`src/rtl/invaders_video_pkg.sv`:
```
// Shared types and constants for the Midway-Taito 8080 video fetch path.
// The colour fetch states are used only when INVADERS_COLOR_RAM_EN is defined.
package invaders_video_pkg;

    localparam int DEF_H_TOTAL  = 320;
    localparam int DEF_H_ACTIVE = 256;
    localparam int DEF_HS_START = 272;
    localparam int DEF_HS_END   = 304;
    localparam int DEF_V_TOTAL  = 262;
    localparam int DEF_V_ACTIVE = 224;
    localparam int DEF_VS_START = 236;
    localparam int DEF_VS_END   = 240;

    localparam logic [15:0] VRAM_BASE   = 16'h2400;
    localparam logic [15:0] COLRAM_BASE = 16'hC400;

    typedef enum logic [2:0] {
        IDLE  = 3'd0,
        ADDR  = 3'd1,
        CAPT  = 3'd2,
        CADDR = 3'd3,
        CCAPT = 3'd4
    } fetch_state_t;

    // 32 bytes per line, one byte per 8-pixel column
    function automatic logic [15:0] vram_addr(input logic [7:0] line, input logic [4:0] col);
        return VRAM_BASE + {3'b000, line, col};
    endfunction

    // Colour RAM is shared by each band of 8 lines
    function automatic logic [15:0] colram_addr(input logic [4:0] band, input logic [4:0] col);
        return COLRAM_BASE + {6'b000000, band, col};
    endfunction

endpackage

```
`src/rtl/invaders_raster_cnt.sv`:
```
// Raster counters plus registered sync/blank decode; exposes next-count values
// so the fetch logic can act in the same PixEn edge the counters move.
module invaders_raster_cnt
    import invaders_video_pkg::*;
#(
    parameter int H_TOTAL  = DEF_H_TOTAL,
    parameter int H_ACTIVE = DEF_H_ACTIVE,
    parameter int HS_START = DEF_HS_START,
    parameter int HS_END   = DEF_HS_END,
    parameter int V_TOTAL  = DEF_V_TOTAL,
    parameter int V_ACTIVE = DEF_V_ACTIVE,
    parameter int VS_START = DEF_VS_START,
    parameter int VS_END   = DEF_VS_END
) (
    input  logic       clk_i,
    input  logic       rst_i,
    input  logic       pix_en_i,
    output logic [8:0] hcnt_nxt_o,
    output logic [8:0] vcnt_nxt_o,
    output logic       hblank_nxt_o,
    output logic       vblank_nxt_o,
    output logic [7:0] line_o,
    output logic       hsync_o,
    output logic       vsync_o,
    output logic       hblank_o,
    output logic       vblank_o
);

    logic [8:0] hcnt_q, hcnt_d;
    logic [8:0] vcnt_q, vcnt_d;
    logic       hsync_q, vsync_q, hblank_q, vblank_q;

    always_comb begin
        hcnt_d = hcnt_q + 9'd1;
        vcnt_d = vcnt_q;
        if (hcnt_q == 9'(H_TOTAL - 1)) begin
            hcnt_d = 9'd0;
            if (vcnt_q == 9'(V_TOTAL - 1)) begin
                vcnt_d = 9'd0;
            end else begin
                vcnt_d = vcnt_q + 9'd1;
            end
        end else begin
            hcnt_d = hcnt_q + 9'd1;
        end
    end

    // Decode is taken from the next count so it lines up with the registered pixel
    always_ff @(posedge clk_i) begin
        if (rst_i) begin
            hcnt_q   <= 9'd0;
            vcnt_q   <= 9'd0;
            hsync_q  <= 1'b0;
            vsync_q  <= 1'b0;
            hblank_q <= 1'b0;
            vblank_q <= 1'b0;
        end else if (pix_en_i) begin
            hcnt_q   <= hcnt_d;
            vcnt_q   <= vcnt_d;
            hsync_q  <= (hcnt_d >= 9'(HS_START)) && (hcnt_d < 9'(HS_END));
            vsync_q  <= (vcnt_d >= 9'(VS_START)) && (vcnt_d < 9'(VS_END));
            hblank_q <= hblank_nxt_o;
            vblank_q <= vblank_nxt_o;
        end
    end

    assign hcnt_nxt_o   = hcnt_d;
    assign vcnt_nxt_o   = vcnt_d;
    assign hblank_nxt_o = (hcnt_d >= 9'(H_ACTIVE));
    assign vblank_nxt_o = (vcnt_d >= 9'(V_ACTIVE));
    assign line_o       = vcnt_q[7:0];
    assign hsync_o      = hsync_q;
    assign vsync_o      = vsync_q;
    assign hblank_o     = hblank_q;
    assign vblank_o     = vblank_q;

endmodule

```
`src/rtl/invaders_video_fetch.sv`:
```
// Video RAM fetch and 1bpp serialiser for the Midway-Taito 8080 boards.
// Define INVADERS_COLOR_RAM_EN to add a colour RAM read after each pixel byte.
module invaders_video_fetch
    import invaders_video_pkg::*;
#(
    parameter int H_TOTAL  = DEF_H_TOTAL,
    parameter int H_ACTIVE = DEF_H_ACTIVE,
    parameter int HS_START = DEF_HS_START,
    parameter int HS_END   = DEF_HS_END,
    parameter int V_TOTAL  = DEF_V_TOTAL,
    parameter int V_ACTIVE = DEF_V_ACTIVE,
    parameter int VS_START = DEF_VS_START,
    parameter int VS_END   = DEF_VS_END
) (
    input  logic        Clock,
    input  logic        Reset,
    input  logic        PixEn,
    output logic [15:0] Ram_Addr,
    input  logic [7:0]  Ram_out,
    output logic        Rd_req,
    output logic        Video,
    output logic [2:0]  Color,
    output logic        HSync,
    output logic        VSync,
    output logic        HBlank,
    output logic        VBlank,
    output logic [7:0]  Line
);

    logic [8:0]   hcnt_nxt_s, vcnt_nxt_s;
    logic         hblank_nxt_s, vblank_nxt_s;
    fetch_state_t state_q, state_d;
    logic [15:0]  ram_addr_q, ram_addr_d;
    logic         rd_req_q, rd_req_d;
    logic [7:0]   hold_q, sr_q, sr_d;
    logic         video_q, video_d;
    logic [2:0]   color_q, color_d;
    logic         armed_q;
    logic         trig_s, arm_s, fetch_go_s, load_s;
    logic [4:0]   trig_col_s;
    logic [8:0]   trig_line_s;
`ifdef INVADERS_COLOR_RAM_EN
    logic [4:0]   col_q, band_q;
    logic [2:0]   col_hold_q;
`endif

    invaders_raster_cnt #(
        .H_TOTAL(H_TOTAL), .H_ACTIVE(H_ACTIVE), .HS_START(HS_START), .HS_END(HS_END),
        .V_TOTAL(V_TOTAL), .V_ACTIVE(V_ACTIVE), .VS_START(VS_START), .VS_END(VS_END)
    ) u_raster (
        .clk_i       (Clock),
        .rst_i       (Reset),
        .pix_en_i    (PixEn),
        .hcnt_nxt_o  (hcnt_nxt_s),
        .vcnt_nxt_o  (vcnt_nxt_s),
        .hblank_nxt_o(hblank_nxt_s),
        .vblank_nxt_o(vblank_nxt_s),
        .line_o      (Line),
        .hsync_o     (HSync),
        .vsync_o     (VSync),
        .hblank_o    (HBlank),
        .vblank_o    (VBlank)
    );

    // Column 0 is fetched at the end of the previous line; the wrap into line 0 arms fetching
    always_comb begin
        trig_col_s  = hcnt_nxt_s[7:3] + 5'd1;
        trig_line_s = vcnt_nxt_s;
        arm_s       = 1'b0;
        if (hcnt_nxt_s == 9'(H_TOTAL - 2)) begin
            trig_s     = 1'b1;
            trig_col_s = 5'd0;
            if (vcnt_nxt_s == 9'(V_TOTAL - 1)) begin
                trig_line_s = 9'd0;
                arm_s       = 1'b1;
            end else begin
                trig_line_s = vcnt_nxt_s + 9'd1;
            end
        end else if ((hcnt_nxt_s[2:0] == 3'd6) && (hcnt_nxt_s < 9'(H_ACTIVE - 8))) begin
            trig_s = 1'b1;
        end else begin
            trig_s = 1'b0;
        end
        fetch_go_s = PixEn && trig_s && (armed_q || arm_s) && (trig_line_s < 9'(V_ACTIVE));
    end

    // FSM state register
    always_ff @(posedge Clock) begin
        if (Reset) begin
            state_q <= IDLE;
        end else begin
            state_q <= state_d;
        end
    end

    always_comb begin
        state_d = state_q;
        case (state_q)
            IDLE: begin
                if (fetch_go_s) begin
                    state_d = ADDR;
                end else begin
                    state_d = IDLE;
                end
            end
            ADDR: state_d = CAPT;
`ifdef INVADERS_COLOR_RAM_EN
            CAPT:  state_d = CADDR;
`else
            CAPT:  state_d = IDLE;
`endif
            CADDR: state_d = CCAPT;
            CCAPT: state_d = IDLE;
            default: state_d = IDLE;
        endcase
    end

    // Read port outputs are decoded from the next state so they register with it
    always_comb begin
        rd_req_d   = 1'b0;
        ram_addr_d = ram_addr_q;
        case (state_d)
            ADDR: begin
                rd_req_d   = 1'b1;
                ram_addr_d = vram_addr(trig_line_s[7:0], trig_col_s);
            end
`ifdef INVADERS_COLOR_RAM_EN
            CADDR: begin
                rd_req_d   = 1'b1;
                ram_addr_d = colram_addr(band_q, col_q);
            end
`endif
            default: begin
                rd_req_d   = 1'b0;
                ram_addr_d = ram_addr_q;
            end
        endcase
    end

    always_ff @(posedge Clock) begin
        if (Reset) begin
            rd_req_q   <= 1'b0;
            ram_addr_q <= VRAM_BASE;
            hold_q     <= 8'h00;
            armed_q    <= 1'b0;
        end else begin
            rd_req_q   <= rd_req_d;
            ram_addr_q <= ram_addr_d;
            if (state_q == CAPT) begin
                hold_q <= Ram_out;
            end
            if (PixEn && arm_s) begin
                armed_q <= 1'b1;
            end
        end
    end

`ifdef INVADERS_COLOR_RAM_EN
    // Colour read needs the column and line band of the byte just fetched
    always_ff @(posedge Clock) begin
        if (Reset) begin
            col_q      <= 5'd0;
            band_q     <= 5'd0;
            col_hold_q <= 3'b000;
        end else begin
            if (fetch_go_s && (state_q == IDLE)) begin
                col_q  <= trig_col_s;
                band_q <= trig_line_s[7:3];
            end
            if (state_q == CCAPT) begin
                col_hold_q <= Ram_out[2:0];
            end
        end
    end
`endif

    always_comb begin
        load_s  = (hcnt_nxt_s[2:0] == 3'd0) && (hcnt_nxt_s < 9'(H_ACTIVE));
        sr_d    = load_s ? hold_q : {1'b0, sr_q[7:1]};
        video_d = sr_d[0] & ~hblank_nxt_s & ~vblank_nxt_s;
`ifdef INVADERS_COLOR_RAM_EN
        color_d = load_s ? col_hold_q : color_q;
`else
        color_d = video_d ? 3'b111 : 3'b000;
`endif
    end

    // Serialiser: LSB is the leftmost pixel of each byte
    always_ff @(posedge Clock) begin
        if (Reset) begin
            sr_q    <= 8'h00;
            video_q <= 1'b0;
            color_q <= 3'b000;
        end else if (PixEn) begin
            sr_q    <= sr_d;
            video_q <= video_d;
            color_q <= color_d;
        end
    end

    assign Ram_Addr = ram_addr_q;
    assign Rd_req   = rd_req_q;
    assign Video    = video_q;
    assign Color    = color_q;

endmodule
```
`config.mk`:
```
export PLATFORM = sky130hd
export DESIGN_NAME = invaders_video_fetch
export DESIGN_NICKNAME = d
export VERILOG_FILES = /design/src/rtl/invaders_video_pkg.sv /design/src/rtl/invaders_raster_cnt.sv /design/src/rtl/invaders_video_fetch.sv
export SDC_FILE = /design/constraint.sdc
export NUM_CORES = 1
export LEC_CHECK = 0
export BUFFER_PORTS_ARGS = -buffer_cell sky130_fd_sc_hd__buf_4
export CAP_MARGIN = 0
export CORE_MARGIN = 1.5
export CORE_UTILIZATION = 53
export CTS_CLUSTER_DIAMETER = 120
export DETAILED_ROUTE_END_ITERATION = 6
export PLACE_DENSITY_LB_ADDON = 0.3
export SLEW_MARGIN = 20
export SYNTH_ARGS = -nofsm -noshare
export SYNTH_HDL_FRONTEND = slang
export SYNTH_SLANG_ARGS = --single-unit
```
`constraint.sdc`:
```
create_clock -name Clock -period 3.4 [get_ports Clock]
set_clock_uncertainty 0.05 [all_clocks]
set_input_delay 0.34 -clock Clock [delete_from_list [all_inputs] [get_ports Clock]]
set_output_delay 0.34 -clock Clock [all_outputs]
set_load 0.01 [all_outputs]
```
==> results <==
- Input and output buffers added on the ports amount to 42.
- The number of antenna diodes in the final layout is 0.
- Of the total power, the share spent switching nets is 0.252.
- The top achievable clock speed is about 300 MHz.
- For the worst flop-to-flop path, the logic depth is 11.
- The power spent charging and discharging nets is 0.000384 W.
- At the end of routability-driven placement, the weighted congestion stood at between 1 and 1.5.
- OpenSTA, run right after detailed placement, puts the worst setup slack at around 0.045 ns.
- The clock passes through at most 2 buffers.
- Synthesis inferred 58 register bits.
- The sequential cell area fraction in the yosys report is 0.325.
- During synthesis, Yosys emitted a total of 0 warnings.
- The leading register cell type out of synthesis is dfxtp_1.
- The relative slew slack is 0.606.
- The final reports fail on design-rule violations.
- The die covers just over 7000 µm².
- The number of standard cells after synthesis is ~440.
- The pre-antenna-repair detailed-routing pass consisted of 7 iterations.
- The initial antenna violation count was 0.
- The net total in the final layout is 515.
- Counting instances, the worst hold path has a depth of 3.
- The global routing usage on met3 is 0.0593.
- The number of antenna-violating nets in the routed design is 0.
- The critical path data required time is approximately 3.6 ns.
- Summed over all cells, the static leakage comes to between 1.5 and 2 nW.
- The routed length per placed instance is 16.6 µm.
- After synthesis, the most frequently instantiated cells are dfxtp_1, nor2_1, nand2_1.
- The number of global-route vias before repair is 3291.
- The clock network fraction of design power is 0.434.
- The most frequent cell after synthesis is dfxtp_1.
- The violation count after the first detailed-route iteration is about 220.
- The worst-margin pin slew is between 0.5 and 0.6 ns.
- The startpoint of the lowest-slack hold path is Ram_out[6].
- The number of rows in the core area is 29.
- Dividing the detail-routed via count by the number of cells gives around 6.2.
- In this run the standard cell core region covers roughly 6400 µm².
- Detailed placement finished with a half-perimeter wire length of between 6 and 7 mm.
- The combinational group share of total power is 0.104.
- The worst setup slack after layout is approximately 0.12 ns.
- In the routed design, unresolved DRC markers number 2.
- In this run the register-to-register setup slack is approximately 0.12 ns.
- The global-route wire length before repair is ~16 mm.
- The clock transition at the registers of the reported paths is approximately 0.07 ns.
- The fraction of met1 tracks used by global routing is 0.353.
- The routing layer with the top usage in global route is met2.
- Counting the buffers created by CTS gives 9.
- The worst register-to-register path ends at Ram_Addr[2].
- The max-slew violation total from the final report is 0.
- The cell area after synthesis is ~3600 µm².
- In this run the mean area of a mapped cell was between 8 and 9 µm².
- In this run the worst path has a maximum fanout of 4.
- The launching element type of the critical path is a register.
- The clock period minus final worst setup slack is about 3.3 ns.
- The power density over the cells is ~350 nW/µm².
- In the final layout, the share of cells above drive strength 1 is 0.271.
- The total placed instance area is just over 4000 µm².
- For hold timing, the worst endpoint is hold_q[6].
- The count of final hold-check violations is 0.
- STA classifies the critical path endpoint as a register.
- The synthesized netlist net count is around 460.
- The horizontal die dimension is between 80 and 90 µm.
- The height of the chip is between 80 and 90 µm.
- The number of different library cells used by synthesis comes to 67.
- The level count of the clock H-tree is 3.
- Setup violations remaining at the end of the flow were counted as 0.
- In the global route stage, overall resource usage came out at 0.279.
- Dividing the final minimum period by the clock period gives 0.965.
- The leftover overflow at the end of global routing is 0.
- The type of the most critical hold path is input port to register.
- The pin count of the biggest net entering global routing is 57.
- Relative to the synthesized area, the layout overhead comes to 22.4%.
- Of the total power, registers draw 0.462.
- The critical path start-end classification is register to register.
- The clock tree from TritonCTS is built.
- The number of top-level pins is 44.
- The data arrival time of the critical path is about 3.5 ns.
- The share of async-settable or async-resettable flops after synthesis is 0.
- For this block, the via count after detailed routing is approximately 3600.
- The startpoint of the worst register-to-register path is u_raster.hcnt_q[1].
- The internal cell power is ~0.0011 W.
- The synthesized design contains 0 enable-type register cells.
- The number of fill cells in the layout is around 540.
- Sorting the synthesized cells by area gives the leading types as dfxtp_1, a21oi_1, nor2_1.
- The cell taking the most area after synthesis is dfxtp_1.
- Across the VDD grid, the largest voltage drop is 0.000263 V.
- The flow ran to the end, but the final reports show violations.
- The final cell area excluding filler cells is approximately 4400 µm².
- For this configuration, the core starts out at a cell density of 0.556.
- In this run the clock root is driven by a clkbuf_8.
- For met2 alone, demand over resource in global routing was 0.447.
- The clock reaches the later pin of the worst-skew pair after 0.34 ns.
- The number of clock sinks seen by CTS is 58.
- The fraction of post-synthesis cell area in the top cell type by area is 0.325.
- Across the run, the number of max-cap violations was 0.
- The final wirelength is approximately 9.6 mm.
## critical path, cell delays in order (launching register included)
cell,delay (ns)
dfxtp_1,0.34
ha_1,0.23
and4bb_4,0.29
o211ai_4,0.09
o31a_1,0.33
or4_4,0.59
nor3_4,0.17
xnor2_2,0.10
ha_2,0.21
and2_4,0.15
or4_1,0.53
a21oi_2,0.13
## registers in the layout (all words and copies together), names as in the netlist
| name | count |
|---|---|
| Ram_Addr | 15 |
| u_raster.hcnt_q | 9 |
| u_raster.vcnt_q | 9 |
| hold_q | 8 |
| sr_q | 7 |
| state_q | 3 |
| Color | 1 |
| Rd_req | 1 |
| armed_q | 1 |
| u_raster.hblank_o | 1 |
| u_raster.hsync_o | 1 |
| u_raster.vblank_o | 1 |
| u_raster.vsync_o | 1 |
## power by group through the flow
stage / Combinational [W] / Clock [W] / Sequential [W]
floorplan: 0.000101 / 0 / 0.000716
global placement: 0.000151 / 0 / 0.000718
detailed placement: 0.000152 / 0 / 0.000719
CTS: 0.000154 / 0.000674 / 0.000703
global route: 0.000171 / 0.000703 / 0.000705
finish: 0.000158 / 0.000661 / 0.000704
## cells in the final DEF (no fill, tap or decap), types with 3 or more instances in the layout
| cell type | Yosys | final |
|---|---|---|
| nor2_1 | 45 | 44 |
| o21ai_0 | 19 | 19 |
| a32oi_1 | 4 | 4 |
| ha_1 | 8 | 7 |
| nand3b_1 | 3 | 3 |
| clkbuf_8 | 0 | 11 |
| a21oi_1 | 37 | 34 |
| nor4b_1 | 3 | 3 |
| xor2_1 | 7 | 7 |
| a211oi_1 | 13 | 13 |
| nand4_1 | 7 | 7 |
| xnor2_1 | 16 | 13 |
| inv_1 | 11 | 11 |
| and4b_1 | 3 | 3 |
| nand2_1 | 40 | 38 |
| buf_4 | 13 | 87 |
| o31ai_1 | 4 | 4 |
| nor3_1 | 14 | 12 |
| a31oi_1 | 5 | 5 |
| dfxtp_1 | 58 | 58 |
| a22oi_1 | 3 | 3 |
| nand3_1 | 21 | 21 |
| mux2i_1 | 13 | 13 |
| xnor2_2 | 0 | 3 |
| a21oi_2 | 0 | 3 |
| o211ai_1 | 3 | 3 |
| and2_1 | 3 | 3 |
| and3_1 | 5 | 5 |
| nor4_1 | 5 | 3 |
## per-layer routing
| metal | wire [µm] | up-vias |
|---|---|---|
| met4 | 304 | 0 |
| li1 | - | 1694 |
| met3 | 622 | 25 |
| met2 | 4610 | 162 |
| met1 | 4060 | 1701 |
| met5 | 0 | - |
## cell type report
class | instances | area [µm²] | area share
inverter | 11 | 41.3 | 0.00944
sequential | 58 | 1160 | 0.265
clock buffer | 12 | 155 | 0.0355
tap | 77 | 96.3 | 0.0220
multi-input combinational | 329 | 2220 | 0.507
clock inverter | 4 | 50.0 | 0.0114
timing repair buffer | 87 | 653 | 0.149
## logic make-up (layout without fill, tap and decap cells)
logic type / count (synthesis) / count (layout) / share of synthesized area
XOR/XNOR: 23 / 23 / 0.0564
flip-flops: 58 / 58 / 0.325
multiplexers: 14 / 14 / 0.0396
other: 1 / 1 / 0.00105
AO/OA/AOI/OAI: 108 / 108 / 0.198
adder cells (fa/ha/maj): 8 / 8 / 0.0280
buffers and inverters: 55 / 114 / 0.0826
AND/OR/NAND/NOR: 175 / 175 / 0.269
## metrics by stage
stage	hold slack (ns)	total power, W	TNS (ns)	instances	util
after detailed placement	0.399	0.000871	0	561	0.632
after global placement	0.393	0.000868	0	561	0.632
final	0.194	0.00152	0	578	0.681
after global routing	0.202	0.00158	-0.0211	578	0.681
after CTS	0.182	0.00153	0	577	0.665
after floorplan	0.386	0.000817	0	442	-
## how the worst max path moves through the flow
stage	cells past startpoint	slack (ns)	to	startpoint
floorplan	13	0.02	Ram_Addr[2]	u_raster.hcnt_q[1]
global placement	12	0.10	Ram_Addr[2]	u_raster.vcnt_q[0]
detailed placement	13	0.04	Ram_Addr[3]	u_raster.vcnt_q[1]
CTS	15	0.03	Ram_Addr[3]	u_raster.vcnt_q[1]
global route	11	-0.01	Ram_Addr[2]	u_raster.hcnt_q[1]
finish	11	0.12	Ram_Addr[2]	u_raster.hcnt_q[1]
## repair_timing
| action | in CTS | in global routing |
|---|---|---|
| pin swaps | 0 | 5 |
| hold buffers | 0 | 0 |
| resized for setup | 1 | 20 |
| endpoints found under the setup margin | 1 | 15 |
| setup buffers | 0 | 1 |
No activity file was read; power rests on OpenSTA's default activity.
